<file path="src/rtl/nmi_bus_guard.sv">
// Registered NMI bus stage with a per-transaction watchdog: a hung target is
// answered with ERR_RDATA so the core never stalls, and each timeout is logged.
module nmi_bus_guard #(
  parameter int          TIMEOUT   = 1024,
  parameter logic [31:0] ERR_RDATA = 32'hDEAD_BEEF
) (
  input  logic        clk_i,
  input  logic        rst_i,
  // upstream (core side)
  input  logic        slv_valid_i,
  input  logic [31:0] slv_addr_i,
  input  logic [31:0] slv_wdata_i,
  input  logic [3:0]  slv_wstrb_i,
  output logic [31:0] slv_rdata_o,
  output logic        slv_ready_o,
  // downstream (interconnect side)
  output logic        mst_valid_o,
  output logic [31:0] mst_addr_o,
  output logic [31:0] mst_wdata_o,
  output logic [3:0]  mst_wstrb_o,
  input  logic [31:0] mst_rdata_i,
  input  logic        mst_ready_i,
  // status
  input  logic        err_clr_i,
  output logic        err_o,
  output logic [31:0] err_addr_o,
  output logic        err_we_o,
  output logic [7:0]  err_cnt_o,
  output logic        irq_o
);

  typedef enum logic [1:0] {IDLE, REQ, RESP} state_t;

  localparam int CW = (TIMEOUT > 0) ? $clog2(TIMEOUT + 1) : 1;
  localparam logic [CW-1:0] CNT_LAST = CW'((TIMEOUT > 0) ? TIMEOUT - 1 : 0);

  state_t        state_q, state_d;
  logic [31:0]   addr_q, addr_d;
  logic [31:0]   wdata_q, wdata_d;
  logic [3:0]    wstrb_q, wstrb_d;
  logic [CW-1:0] cnt_q, cnt_d;
  logic [31:0]   rdata_q, rdata_d;
  logic          err_q, err_d;
  logic [31:0]   err_addr_q, err_addr_d;
  logic          err_we_q, err_we_d;
  logic [7:0]    err_cnt_q, err_cnt_d;
  logic          irq_q, irq_d;
  logic          timeout_hit;

  always_ff @(posedge clk_i) begin
    if (rst_i) begin
      state_q    <= IDLE;
      addr_q     <= '0;
      wdata_q    <= '0;
      wstrb_q    <= '0;
      cnt_q      <= '0;
      rdata_q    <= '0;
      err_q      <= 1'b0;
      err_addr_q <= '0;
      err_we_q   <= 1'b0;
      err_cnt_q  <= '0;
      irq_q      <= 1'b0;
    end else begin
      state_q    <= state_d;
      addr_q     <= addr_d;
      wdata_q    <= wdata_d;
      wstrb_q    <= wstrb_d;
      cnt_q      <= cnt_d;
      rdata_q    <= rdata_d;
      err_q      <= err_d;
      err_addr_q <= err_addr_d;
      err_we_q   <= err_we_d;
      err_cnt_q  <= err_cnt_d;
      irq_q      <= irq_d;
    end
  end

  always_comb begin
    state_d     = state_q;
    addr_d      = addr_q;
    wdata_d     = wdata_q;
    wstrb_d     = wstrb_q;
    cnt_d       = cnt_q;
    rdata_d     = rdata_q;
    err_addr_d  = err_addr_q;
    err_we_d    = err_we_q;
    err_cnt_d   = err_cnt_q;
    irq_d       = 1'b0;
    timeout_hit = 1'b0;

    unique case (state_q)
      IDLE: begin
        if (slv_valid_i) begin
          addr_d  = slv_addr_i;
          wdata_d = slv_wdata_i;
          wstrb_d = slv_wstrb_i;
          cnt_d   = '0;
          state_d = REQ;
        end
      end
      REQ: begin
        if (mst_ready_i) begin
          rdata_d = mst_rdata_i;
          state_d = RESP;
        end else if ((TIMEOUT != 0) && (cnt_q == CNT_LAST)) begin
          timeout_hit = 1'b1;
          rdata_d     = ERR_RDATA;
          err_addr_d  = addr_q;
          err_we_d    = |wstrb_q;
          if (err_cnt_q != 8'hFF) err_cnt_d = err_cnt_q + 8'd1;
          irq_d       = 1'b1;
          state_d     = RESP;
        end else begin
          cnt_d = cnt_q + CW'(1);
        end
      end
      RESP: state_d = IDLE;
      default: state_d = IDLE;
    endcase

    // a timeout in the same cycle as a clear request leaves the flag set
    if (timeout_hit)    err_d = 1'b1;
    else if (err_clr_i) err_d = 1'b0;
    else                err_d = err_q;
  end

  assign mst_valid_o = (state_q == REQ);
  assign mst_addr_o  = addr_q;
  assign mst_wdata_o = wdata_q;
  assign mst_wstrb_o = wstrb_q;
  assign slv_ready_o = (state_q == RESP);
  assign slv_rdata_o = rdata_q;
  assign err_o       = err_q;
  assign err_addr_o  = err_addr_q;
  assign err_we_o    = err_we_q;
  assign err_cnt_o   = err_cnt_q;
  assign irq_o       = irq_q;

endmodule

</file>
<file path="config.mk">
export PLATFORM = sky130hd
export DESIGN_NAME = nmi_bus_guard
export DESIGN_NICKNAME = d
export VERILOG_FILES = /design/src/rtl/nmi_bus_guard.sv
export SDC_FILE = /design/constraint.sdc
export NUM_CORES = 1
export LEC_CHECK = 0
export BUFFER_PORTS_ARGS = -buffer_cell sky130_fd_sc_hd__buf_2
export CAP_MARGIN = 30
export CORE_MARGIN = 3
export CORE_UTILIZATION = 40
export DETAILED_ROUTE_END_ITERATION = 16
export GPL_TIMING_DRIVEN = 0
export PLACE_DENSITY = 0.81
export RECOVER_POWER = 50
export SLEW_MARGIN = 20
export SYNTH_ARGS = -nofsm -noshare
export SYNTH_HDL_FRONTEND = slang
export SYNTH_SLANG_ARGS = --single-unit
</file>
<file path="constraint.sdc">
create_clock -name clk_i -period 1.93 [get_ports clk_i]
set_input_delay 0.4825 -clock clk_i [delete_from_list [all_inputs] [get_ports clk_i]]
set_output_delay 0.4825 -clock clk_i [all_outputs]
set_load 0.02 [all_outputs]
</file>
---- Word-level counts from Yosys, hierarchy flattened ----
Cells that the tools add are included.
Widths: inputs -> output; s select.
storage, ports and cells
  flip-flop bits (word level) ............. 156
  bits in latches ......................... 0
  memory bits (writable) .................. 0
  memory bits (read-only) ................. 0
  input port bits ......................... 105
  output and inout port bits .............. 145
  word-level logic and storage cells ...... 48
  memories ................................ 0
operators by class
  add/sub/neg operators ................... 2
  multiply operators ...................... 0
  divide/modulo/power cells ............... 0
  $lt $le $gt $ge ......................... 0
  equal/unequal tests ..................... 8
  shifts and indexed selects .............. 0
  multiplexer cells ....................... 15
  bitwise operators ....................... 1
  reductions and logical operators ........ 11
operators with widths
  operator               number
  $mux 32                2
  $mux 11                3
  $pmux 11 s2            1
  $add 11x1->11 const B  1
  $eq 11x10->1 const B   1
  $add 8x1->8 const B    1
  $ne 8x8->1 const B     1
  $reduce_and 4->1       2
  $mux 2                 3
  $ne 2x2->1 const B     3
  $reduce_and 2->1       3
  $reduce_bool 2->1      3
  $mux 1                 5
  $pmux 2 s2             1
  $reduce_or 4->1        1
  $ne 3x1->1 const B     1
  $reduce_and 3->1       1
  $eq 2x1->1 const B     1
  $eq 2x2->1 const B     1
  $logic_not 2->1        1
  $not 1->1              1

---- Depth between registers and ports, before layout ----
  depth after elaboration ................. 5
  depth in mapped cells ................... 8
  gate-level depth less buffers ........... 5

---- Worst setup path after synthesis ----
OpenSTA, ideal clock, no wires.
  kind .................................... register -> register
  start ................................... register cnt_q[0]
  end ..................................... register rdata_q[10] (netlist: slv_rdata_o[10])
  setup time .............................. 0.119 ns
  arrival time ............................ 1.845 ns
  required time ........................... 1.811 ns
  path slack .............................. -0.033 ns
  stages on the path, launching flop included .. 8
  path buffers ............................ 2
  clock period less this slack ............ 1.963 ns
  path through ............................ dfxtp_1 > ha_1 > and3_1 > clkbuf_1 > a31oi_1 > nor2_1 > buf_2 > o221a_2
on the way
  longest elaborated chain between the ends .. 3
RTL lines
  what                         line  RTL
  start, declared              41    logic [CW-1:0] cnt_q, cnt_d;
  start signal, assigned       68    cnt_q <= cnt_d;
  $eq 11x10->1                 105   end else if ((TIMEOUT != 0) && (cnt_q == CNT_LAST)) begin
  $reduce_bool 2->1 (no line)  -
  $reduce_and 2->1 (no line)   -
  end signal, assigned         69    rdata_q <= rdata_d;
  end, declared                42    logic [31:0] rdata_q, rdata_d;
Every way passes these cells.
A chain may end at the register's enable or synchronous reset.

---- Worst setup path after layout ----
  start ................................... register cnt_q[1]
  end ..................................... register err_cnt_q[5] (netlist: err_cnt_o[5])
on the way
  longest elaborated chain between the ends .. 2
RTL lines
  what                        line  RTL
  $eq 11x10->1                105
  $reduce_and 4->1 (no line)  -
  end signal, assigned        73    err_cnt_q <= err_cnt_d;
  end, declared               46    logic [7:0] err_cnt_q, err_cnt_d;
Every way passes these cells.

==> reports/metrics.yaml <==
synthesis:
  dominantRegCellSynth: "dfxtp_1"
  ys_seq_area_share_pct: 53.71
  synth_top_area_share_pct: 53.71
  synth_xor_area_share_pct: 0
  synth_edf_count: 0
  synth_nets: 777
  post-synth-top-count-cell: "nand2_1"
  synth_compound_area_share_pct: 21.43
  muxShareOfSynthArea_pct: 0
  synth_adder_area_share_pct: 0.4304
  synth.avg_cell_area_um2: 8.678
  yosys.area_share.simple_pct: 20.59
  synth.area.top_cells: "dfxtp_1 54%, nand2_1 14%, a21oi_1 8.3%"
  ys_ff_latch: 156
  synthTopCellsByCount: "214 x nand2_1, 156 x dfxtp_1, 97 x a21oi_1, 34 x clkbuf_1, 25 x a21oi_2"
  async_reset_ff_share_pct: 0
  syn_area_um2: 5814
  syn_inst: 670
  synth.distinct_cells: 47
  synth_warnings: 0
  synth_top_family_by_area: "compound AO/OA/AOI/OAI gates"
  synth_top_cell_by_area: "dfxtp_1"
finish:
  drive_gt1_share_pct: 24.90
  layout-area-overhead-vs-synth_pct: 35.66
  n_antenna_cell: 0
  fill_cells: 1321
  nets: 1054
timing:
  finalCritPeriodShare_pct: 99.13
  hold_ws_ps: 304.9
  max_freq_ghz: 0.5227
  skew_ps: 7.396
  tightest_slew_ps: 696.9
  slew_violations: 0
  max_slew_margin_pct: 53.54
  rsz0062_at_grt: "true"
  setup_ws_ps: 16.84
  period_needed_ps: 1913
  setup_violations: 0
  hold_viol: 0
drt:
  final_antenna_net_count: 0
  totalWireLength_um: 17450
  avgRoutedWirePerCell_um: 15.31
  vias: 5864
  via_per_inst: 5.144
  first_pass_iters: 6
  drc_errors: 0
  drt-initial-drc-count: 342
critical_path:
  worstPathMaxFanout: 10
  cp-startpoint: "cnt_q[1]$_SDFFE_PP0P_"
  cp.required_ps: 2230
  setup.worst_path.start_class: "flop"
  rr_startpoint: "cnt_q[1]$_SDFFE_PP0P_"
  cp-end-kind: "flop"
  worst-setup-path-type: "reg2reg"
  path_cells: "ha_2 > and3_4 > nand4_1 > buf_6 > clkbuf_4 > o41ai_1"
  cp_slowest_cell: "dfxtp_1"
  cpPeakStageDelay_ps: 370
  worst_ep_arrival_time_ps: 2220
cts:
  clockRootBuffer: "clkbuf_16"
  htreeDepth: 4
  clk_latency_ps: 410
  cts_made_buffers: 17
  cts_tree: "yes"
  holdBufCountCts: 0
  cts_sinks: 156
  clk_path_buf_depth: 2
  clk_pin_slew_ps: 60
global_route:
  grt_antenna_before_repair: 0
  grt_pass1_vias: 5509
  grt_max_degree: 20
  gr-total-overflow: 0
  grt_util_all_layers_pct: 20.71
  grt_pass1_wl_um: 26930
power_and_ir_drop:
  p_comb_share_pct: 10.3
  intPower_uw: 5729
  sw_frac_of_total_pct: 24.71
  leakagePower_uw: 0.003012
  powerDensity_nw_per_um2: 964.7
  p_clk_share_pct: 44.5
  p_sw_uw: 1880
  seqPwrFrac_pct: 45.2
  peakVddDrop_v: 0.0006121
placement:
  hpwl_um: 12780
  port_buffers: 248
  place_congestion: 0.8816
  place_ws_ps: -426.9
run_status:
  status: "completed"
die:
  die_y_um: 126.6
  start_util_pct: 41.41
  ios: 250
  rows: 43
  die_x_um: 126.6
  core_region_area_um2: 14040
  die_area_um2: 16020
job:
  maxCapViolCount: 0
min_path:
  hold_start: "slv_addr_i[21]"
  hold_class: "in2reg"
==> cell usage in the layout, fill, tap and decap left out, types with 4 or more instances in the layout <==
master and n:
buf_1 4, nand4_1 6, clkbuf_16 17, buf_2 122
nor2_1 7, o221a_2 24, a21oi_2 25, clkbuf_1 163
a31oi_1 5, buf_4 12, nand3_1 5, and3_1 4
a21oi_1 97, dfxtp_1 154, nor3_1 7, o31ai_1 6
or3_1 4, o21ai_0 13, buf_6 4, nand2_1 214
==> power groups by stage <==
stage	combinational [uW]	sequential (uW)	clock, uW
floorplan	310	3650	0
global placement	801	3490	0
detailed placement	810	3500	0
CTS	818	3430	3470
global route	862	3450	3590
finish	785	3440	3390
==> sequential cells by signal, summed over array words and instances, names as in the netlist <==
| register | cells |
|---|---|
| cnt_q | 11 |
| err_addr_o | 32 |
| err_cnt_o | 8 |
| err_o | 1 |
| err_we_o | 1 |
| irq_o | 1 |
| mst_addr_o | 32 |
| mst_wdata_o | 32 |
| mst_wstrb_o | 4 |
| slv_rdata_o | 32 |
| state_q | 2 |
==> kinds of logic (layout without fill, tap and decap cells) <==
| group | count (synthesis) | in the layout |
|---|---|---|
| AOI/OAI and AO/OA | 186 | 186 |
| DFF | 156 | 156 |
| buffers and inverters | 51 | 340 |
| and+or+nand+nor | 275 | 276 |
| adders and majority gates | 2 | 2 |
==> per-layer routing <==
layer	GRT usage [%]	vias up	part of all wire (%)
met5	0	-	0
met4	9.085	0	2.9
met3	6.484	37	8.3
met2	34.18	254	47
met1	24.84	2686	42
li1	-	2887	-
==> repair_timing <==
item | CTS | global route
setup endpoints to repair | 88 | 66
pin swaps | 2 | 1
resized for setup | 20 | 9
cloned | 0 | 2
setup buffers | 5 | 5
==> per-stage QoR <==
stage / cells / TNS (ps) / total power, uW / instance area (um2) / util [%]
after floorplan: 670 / 0 / 3958 / 5821 / -
after global placement: 1098 / -73070 / 4295 / 7287 / 51.89
after global routing: 1140 / -20.57 / 7903 / 7888 / 56.17
after CTS: 1133 / 0 / 7716 / 7986 / 56.87
after detailed placement: 1099 / -28300 / 4309 / 7300 / 51.98
final: 1140 / 0 / 7609 / 7888 / 56.17
==> worst max-delay path, delay by kind of cell (launching register included) <==
| family | cells | cell delay [ps] |
|---|---|---|
| and+or+nand+nor | 2 | 470 |
| buffers and inverters | 2 | 390 |
| DFF | 1 | 370 |
| AOI/OAI and AO/OA | 1 | 350 |
| adders and majority gates | 1 | 230 |
==> path summary, 6_finish.rpt <==
path	end	slack, ps	depth (start not counted)
worst max-delay path	err_cnt_o[5]$_SDFFE_PP0P_	20	6
worst min-delay path	mst_addr_o[21]$_SDFFE_PP0P_	300	3
worst max register to register	err_cnt_o[5]$_SDFFE_PP0P_	20	6
worst min register to register	err_addr_o[30]$_SDFFE_PP0P_	450	2
==> layout make-up <==
type	instances	area, um2	share of cell area (%)
Sequential cell	156	3126	39.63
Multi-Input combinational cell	464	2542	32.23
Timing Repair Buffer	260	1162	14.74
Clock buffer	23	467.9	5.933
Tap cell	180	225.2	2.855
Buffer	45	217.7	2.760
Clock inverter	9	135.1	1.713
Inverter	3	11.26	0.1428
(Power assumes the default switching activity.)
